## src/rtl/ov7670_capture.sv

```systemverilog
// rtl/ov7670_capture.sv - OV7670 RGB565 frame capture into a frame buffer write port
module ov7670_capture #(
    parameter int FRAME_W = 320,
    parameter int FRAME_H = 240,
    parameter int ADDR_W  = 17
) (
    input  logic              i_cap_pclk,
    input  logic              i_cap_rst,
    input  logic              i_cap_en,
    input  logic              i_cap_vsync,
    input  logic              i_cap_href,
    input  logic [7:0]        i_cap_data,
    output logic              o_cap_wr_en,
    output logic [ADDR_W-1:0] o_cap_wr_addr,
    output logic [15:0]       o_cap_wr_data,
    output logic              o_cap_busy,
    output logic              o_cap_frame_done,
    output logic              o_cap_err,
    output logic [7:0]        o_cap_frame_cnt
);

    // One spare address bit so the end-of-frame address is representable even
    // when the buffer exactly fills the address space.
    localparam logic [ADDR_W:0] PIX_END = (ADDR_W + 1)'(FRAME_W * FRAME_H);
    localparam logic [ADDR_W:0] ADDR_ONE = (ADDR_W + 1)'(1);
    localparam logic [15:0]     LINE_PIX = 16'(FRAME_W);
    localparam logic [15:0]     FRAME_LINES = 16'(FRAME_H);

    typedef enum logic [2:0] {
        IDLE,
        WAIT_VS,
        WAIT_START,
        CAPTURE,
        DONE
    } state_t;

    state_t state;
    state_t state_nxt;

    logic            vs_r;
    logic            hr_r;
    logic            hr_prev;
    logic [7:0]      d_r;
    logic            phase;
    logic [7:0]      pix_hi;
    logic [15:0]     pix;
    logic            pend;
    logic [ADDR_W:0] addr;
    logic [15:0]     line_pix;
    logic [15:0]     line_cnt;

    logic in_cap;
    logic enter_cap;
    logic frame_end;
    logic take;
    logic href_fall;

    assign in_cap    = (state == CAPTURE);
    assign enter_cap = (state == WAIT_START) && i_cap_en && !vs_r;
    // vsync has priority over href: a high vsync always ends the frame
    assign frame_end = in_cap && vs_r;
    assign take      = in_cap && !vs_r && hr_r;
    assign href_fall = in_cap && !vs_r && hr_prev && !hr_r;

    // Input stage: every decision below uses these registered copies
    always_ff @(posedge i_cap_pclk or posedge i_cap_rst) begin
        if (i_cap_rst) begin
            vs_r    <= 1'b0;
            hr_r    <= 1'b0;
            hr_prev <= 1'b0;
            d_r     <= 8'h00;
        end else begin
            vs_r    <= i_cap_vsync;
            hr_r    <= i_cap_href;
            hr_prev <= hr_r;
            d_r     <= i_cap_data;
        end
    end

    // State register
    always_ff @(posedge i_cap_pclk or posedge i_cap_rst) begin
        if (i_cap_rst) begin
            state <= IDLE;
        end else begin
            state <= state_nxt;
        end
    end

    // Next-state logic; enable only matters outside an active frame
    always_comb begin
        state_nxt = state;
        case (state)
            IDLE:       if (i_cap_en) state_nxt = WAIT_VS;
            WAIT_VS:    if (vs_r) state_nxt = WAIT_START;
            WAIT_START: begin
                if (!i_cap_en) state_nxt = IDLE;
                else if (!vs_r) state_nxt = CAPTURE;
            end
            CAPTURE:    if (vs_r) state_nxt = DONE;
            DONE:       state_nxt = i_cap_en ? WAIT_START : IDLE;
            default:    state_nxt = IDLE;
        endcase
    end

    // State-decoded outputs
    always_comb begin
        o_cap_busy       = (state == CAPTURE);
        o_cap_frame_done = (state == DONE);
    end

    // Pixel assembly, address generation, geometry checks and frame counter
    always_ff @(posedge i_cap_pclk or posedge i_cap_rst) begin
        if (i_cap_rst) begin
            phase           <= 1'b0;
            pix_hi          <= 8'h00;
            pix             <= 16'h0000;
            pend            <= 1'b0;
            addr            <= '0;
            line_pix        <= 16'h0000;
            line_cnt        <= 16'h0000;
            o_cap_wr_en     <= 1'b0;
            o_cap_wr_addr   <= '0;
            o_cap_wr_data   <= 16'h0000;
            o_cap_err       <= 1'b0;
            o_cap_frame_cnt <= 8'h00;
        end else begin
            o_cap_wr_en <= 1'b0;
            pend        <= 1'b0;
            if (enter_cap) begin
                addr     <= '0;
                line_pix <= 16'h0000;
                line_cnt <= 16'h0000;
                phase    <= 1'b0;
                o_cap_err <= 1'b0;
            end else begin
                if (take) begin
                    if (!phase) begin
                        pix_hi <= d_r;
                        phase  <= 1'b1;
                    end else begin
                        pix      <= {pix_hi, d_r};
                        pend     <= 1'b1;
                        phase    <= 1'b0;
                        line_pix <= line_pix + 16'd1;
                    end
                end
                // A dangling high byte at line end is simply dropped
                if (href_fall) begin
                    line_cnt <= line_cnt + 16'd1;
                    line_pix <= 16'h0000;
                    phase    <= 1'b0;
                    if ((line_pix != LINE_PIX) || phase) o_cap_err <= 1'b1;
                end
                // Address saturates at the frame size; excess pixels flag an error
                if (pend) begin
                    if (addr < PIX_END) begin
                        o_cap_wr_en   <= 1'b1;
                        o_cap_wr_addr <= addr[ADDR_W-1:0];
                        o_cap_wr_data <= pix;
                        addr          <= addr + ADDR_ONE;
                    end else begin
                        o_cap_err <= 1'b1;
                    end
                end
                if (frame_end && (line_cnt != FRAME_LINES)) o_cap_err <= 1'b1;
            end
            if (state == DONE) o_cap_frame_cnt <= o_cap_frame_cnt + 8'd1;
        end
    end

endmodule
```

## config.mk

```make
export PLATFORM = sky130hd
export DESIGN_NAME = ov7670_capture
export DESIGN_NICKNAME = d
export VERILOG_FILES = /design/src/rtl/ov7670_capture.sv
export SDC_FILE = /design/constraint.sdc
export NUM_CORES = 1
export LEC_CHECK = 0
export BUFFER_PORTS_ARGS = -buffer_cell sky130_fd_sc_hd__buf_2
export CAP_MARGIN = 20
export CORE_MARGIN = 2
export CORE_UTILIZATION = 53
export DETAILED_ROUTE_END_ITERATION = 8
export PLACE_DENSITY = 0.76
export SLEW_MARGIN = 5
export SYNTH_ARGS = -nofsm -noshare
export SYNTH_HDL_FRONTEND = slang
export SYNTH_SLANG_ARGS = --single-unit
```

## constraint.sdc

```tcl
create_clock -name i_cap_pclk -period 3.7 [get_ports i_cap_pclk]
set_input_delay 0.185 -clock i_cap_pclk [delete_from_list [all_inputs] [get_ports i_cap_pclk]]
set_output_delay 0.185 -clock i_cap_pclk [all_outputs]
set_load 0.1 [all_outputs]
```

# Yosys cells after proc, flatten, opt, wreduce, memory -nomap -nowiden
# Index checks and enable logic that the tools add are counted.
totals:
  register_bits: 133
  input_bits: 13
  output_inout_bits: 45
  wordCells: 89
op_classes:
  add_sub_neg: 4
  order_cmp: 1
  n_eq_ne: 10
  mux: 32
  bitwise_logic: 2
  n_reduce_logical: 23
ops:
  columns: ["operator", "n"]
  rows:
  - ["16-bit 2-to-1 mux", 6]
  - ["18-bit 2-to-1 mux", 3]
  - ["16-bit by 1-bit adder with 16-bit output (second input constant)", 2]
  - ["18-bit by 1-bit adder with 18-bit output (second input constant)", 1]
  - ["18-bit by 17-bit less-than comparator with 1-bit output (second input constant)", 1]
  - ["1-bit 2-to-1 mux", 16]
  - ["16-bit by 8-bit inequality test with 1-bit output (second input constant)", 1]
  - ["16-bit by 9-bit inequality test with 1-bit output (second input constant)", 1]
  - ["3-bit 2-to-1 mux", 5]
  - ["3-bit case mux with 5 select lines", 1]
  - ["3-bit AND reduction", 3]
  - ["8-bit by 1-bit adder with 8-bit output (second input constant)", 1]
  - ["1-bit logical AND", 8]
  - ["3-bit by 2-bit equality test with 1-bit output (second input constant)", 2]
  - ["2-bit inequality test (second input constant)", 3]
  - ["2-bit nonzero test", 3]
  - ["3-bit nonzero test", 2]
  - ["2-bit AND reduction", 2]
  - ["4-bit AND reduction", 1]
  - ["3-bit by 1-bit equality test with 1-bit output (second input constant)", 1]
  - ["3-bit equality test (second input constant)", 1]
  - ["3-bit logical NOT", 1]
  - ["3-bit inequality test (second input constant)", 1]
  - ["1-bit logical NOT", 2]
  - ["other kinds (3)", 4]

# Depth between registers and ports, before layout
logic_depth:
  word_depth: 9
  depth_mapped: 7
  mapped_depth_nobuf: 5

# Least setup slack after synthesis
# OpenSTA, ideal clock, no wires.
synth_timing:
  kind: "reg2reg"
  start: "register state[0]"
  end: "register o_cap_frame_cnt[5]"
  setup_ns: 0.158
  arrival_time_ns: 2.604
  t_required_ns: 3.542
  path_slack_ns: 0.938
  path_stages_with_launch: 6
  n_path_buf: 1
  period_less_slack_ns: 2.762
  path_cell_list: "dfrtp_1 -> buf_4 -> nor3b_2 -> and4_1 -> nand3_1 -> xnor2_1"
synth_via:
  elab_chain_cells: 1
synth_rtl:
  columns: ["item", "line", "source"]
  rows:
  - ["start: declaration", "37", "state_t state;"]
  - ["start signal: assignment", "85", "state <= state_nxt;"]
  - ["3-bit equality test", null, null]
  - ["net o_cap_frame_done", "17", "output logic o_cap_frame_done,"]
  - ["end signal: assignment", "167", "if (state == DONE) o_cap_frame_cnt <= o_cap_frame_cnt + 8'd1;"]
  - ["end: declaration", "19", "output logic [7:0] o_cap_frame_cnt"]
# The timed path passes the listed nets, and every way through them passes these cells.
# A chain may end at the register's enable or synchronous reset.

# Worst setup path after layout
layout_timing:
  start: "register state[0]"
  end: "register o_cap_wr_data[13]"
layout_via:
  elab_chain_cells: 5
layout_rtl:
  columns: ["item", "line", "source"]
  rows:
  - ["3-bit by 2-bit equality test with 1-bit output", "59", "assign enter_cap = (state == WAIT_START) && i_cap_en && !vs_r;"]
  - ["1-bit logical AND (2 in series)", "59", null]
  - ["1-bit inverter (no line)", null, null]
  - ["3-bit AND reduction (no line)", null, null]
  - ["end signal: assignment", "159", "o_cap_wr_data <= pix;"]
  - ["end: declaration", "15", "output logic [15:0] o_cap_wr_data,"]
# No other way between the ends.

==> qor.txt <==
row cnt: 38
status: finished clean
Vias/cell: 5.80
VDD IR-drop max: 0.000446 V
Switching Share: 38.9%
drt total wl: 11400 um
Clk pwr share: 30.0%
# clock sinks: 133
YS warnings: 0
Int Power: 3.28 mW
Wirelength per Cell: 16.1 um
Crit Path Class: reg -> reg
Slew Viols, Final: 0
critical path cell sequence: and3b_1 > and2_1 > buf_4 > nor2_4 > buf_4 > mux2_2
FMAX: 429 MHz
final net count: 574
Comb pwr share: 26.2%
largest net degree at the start of global routing: 134
worst slew pin tran: 0.856 ns
total number of vias: 4106
Layout area overhead: 18.6%
GPL Wtd Cong: 0.858
most common cell after layout, fill and taps aside: dfrtp_1
Worst-path clk slew: 0.06 ns
CP max stage cell: dfrtp_1
setup_tns: 0 ns
Fill cells: 811
critical path capture point type: flip-flop
DRC Markers: 0
Starting Density: 54.1%
Top FF cell, synth: dfrtp_1
syn nets: 501
first-pass GRT wire length: 19400 um
Cell Pwr Density: 774 nW/um^2
Final period util: 63.0%
buffers from clock root to sink, at most: 2
DR iter-0 viols: 204
fin area: 6930 um^2
post-synthesis sequential area ratio: 57.0%
DIE AREA: 11900 um^2
Final HPWL DP: 7100 um
RSZ-0062 raised after global routing: false
Critical Path Most Common Cell: buf_4
crit-path leading delay family: simple AND/OR/NAND/NOR gates
Syn Inst Count: 482
post-placement cell area: 6230 um^2
Die Ht: 109 um
CTS tree: built
initial antenna violation count: 0
Yosys cell types: 51
overall routing resource usage: 21.1%
CTS buffer count: 17
Synth Cell Area: 5840 um^2
Post-synth EDFFs: 0
Slew HR: 43.0%
type of origin of the critical path: flip-flop
Skew-Pair Late Insertion Delay: 0.54 ns
Leakage Power: 3.22 nW
Port Buf Inserts: 57
Avg Synthesized Cell Area: 12.1 um^2
Congestion Overflow GR: 0
HP Class: in -> reg
vias in the first global route: 4006
ANT cells: 0
drt pass-1 iters: 5
final hold vios: 0
Required @ worst endpoint: 4.13 ns
CTS H-tree depth: 4
sequential power share: 43.8%
clock skew: 0.0119 ns
Psw: 2.08 mW
die width: 109 um
most frequent cells in the layout: 133 x dfrtp_1, 57 x buf_2, 55 x mux2_2
critical path's largest stage delay: 0.46 ns
Top Ports: 58
FF+latch count, synth: 133
Critical Path Fanout Max: 31
core area: 10800 um^2
setup bufs post-CTS: 0
Final setup viols: 0
Max-cap violations: 0
clock period minus worst slack: 2.33 ns
Buf/Inv on CP: 2
DRT antenna net count: 0
clock root buffer: clkbuf_8
Synth async-reset ratio: 100%
share of cells above drive strength 1: 28.0%
WP data arrival: 2.76 ns
repair_timing:
item,in CTS,in global routing
endpoints found under the hold margin,145,0
resized for setup,0,0
hold buffers,12,0
endpoints found under the setup margin,0,0
power by group through the flow:
stage / Clock [mW] / Sequential, mW / Combinational, mW
floorplan: 0 / 2.73 / 0.690
global placement: 0 / 2.33 / 1.33
detailed placement: 0 / 2.35 / 1.39
CTS: 1.63 / 2.34 / 1.41
global route: 1.69 / 2.43 / 1.51
finish: 1.61 / 2.35 / 1.40
cell usage after synthesis, drive strengths merged, types with 2 or more instances:
library cell | count | area (um^2)
nor2 | 22 | 90.1
o2111ai | 3 | 32.5
nor3 | 8 | 40.0
mux2 | 59 | 664
a21oi | 28 | 151
nand2b | 3 | 18.8
o31ai | 11 | 82.6
dfrtp | 133 | 3330
buf | 15 | 98.8
nand4 | 20 | 140
o21ai | 16 | 83.8
or3 | 13 | 81.3
nor4 | 7 | 43.8
xor2 | 13 | 114
mux2i | 5 | 50.1
nand2 | 26 | 97.6
o211ai | 3 | 27.5
nor3b | 2 | 20.0
o21a | 3 | 22.5
ha | 6 | 75.1
or4 | 12 | 90.1
nor2b | 2 | 12.5
and3 | 9 | 56.3
and4 | 6 | 52.6
a22o | 2 | 17.5
nand3 | 18 | 100
clkbuf | 4 | 15.0
xnor2 | 10 | 87.6
and2 | 3 | 18.8
inv | 10 | 37.5
sequential cells by signal (all words and copies together) (netlist names), 3 cells and up:
name             cells
pix_hi               8
line_pix            16
pix                 16
state                3
addr                18
d_r                  8
line_cnt            16
o_cap_wr_addr       17
o_cap_frame_cnt      8
o_cap_wr_data       16
logic make-up after synthesis:
group | Yosys count | share of synthesized area [%]
mux | 64 | 12.2
compound gates | 70 | 7.71
simple gates | 157 | 15.7
xor+xnor | 23 | 3.45
fa+ha+maj | 6 | 1.29
buf+inv | 29 | 2.59
flops | 133 | 57.0
layout make-up:
| type | instances | area (um^2) | area share (%) |
|---|---|---|---|
| Clock inverter | 12 | 120 | 1.73 |
| Multi-Input combinational cell | 320 | 2360 | 34.1 |
| Tap cell | 140 | 175 | 2.53 |
| Sequential cell | 133 | 3330 | 48.0 |
| Timing Repair Buffer | 73 | 448 | 6.46 |
| Clock buffer | 20 | 455 | 6.57 |
| Inverter | 10 | 41.3 | 0.596 |
per-stage QoR:
stage	total power [mW]	hold slack (ns)	instances	util, %	setup slack [ns]
finish	5.36	0.278	708	64.2	1.37
global route	5.63	0.280	708	64.2	1.20
CTS	5.38	0.275	708	64.2	1.33
detailed placement	3.74	0.294	664	57.8	1.33
global placement	3.66	0.292	664	57.8	1.45
floorplan	3.42	0.216	482	-	0.938
layer usage:
metal | vias to the layer above | part of all wire (%) | track usage, %
met5 | - | 0 | 0
met4 | 0 | 1.7 | 7.42
met3 | 18 | 5.0 | 6.93
met2 | 95 | 50 | 33.5
met1 | 2069 | 44 | 27.4
li1 | 1924 | - | -
worst paths after layout:
path                                     from  slack (ns)                 end  depth (start not counted)
setup / recovery                     state[0]        1.37   o_cap_wr_data[13]                          6
hold / removal                  i_cap_data[4]        0.28              d_r[4]                          2
setup reg to reg                     state[0]        1.37   o_cap_wr_data[13]                          6
hold reg to reg            o_cap_frame_cnt[7]        0.47  o_cap_frame_cnt[7]                          1
max in group asynchronous           i_cap_rst        2.82            addr[17]                          4
min in group asynchronous           i_cap_rst        0.40         line_pix[8]                          4
Power figures use the tool's default switching activity.
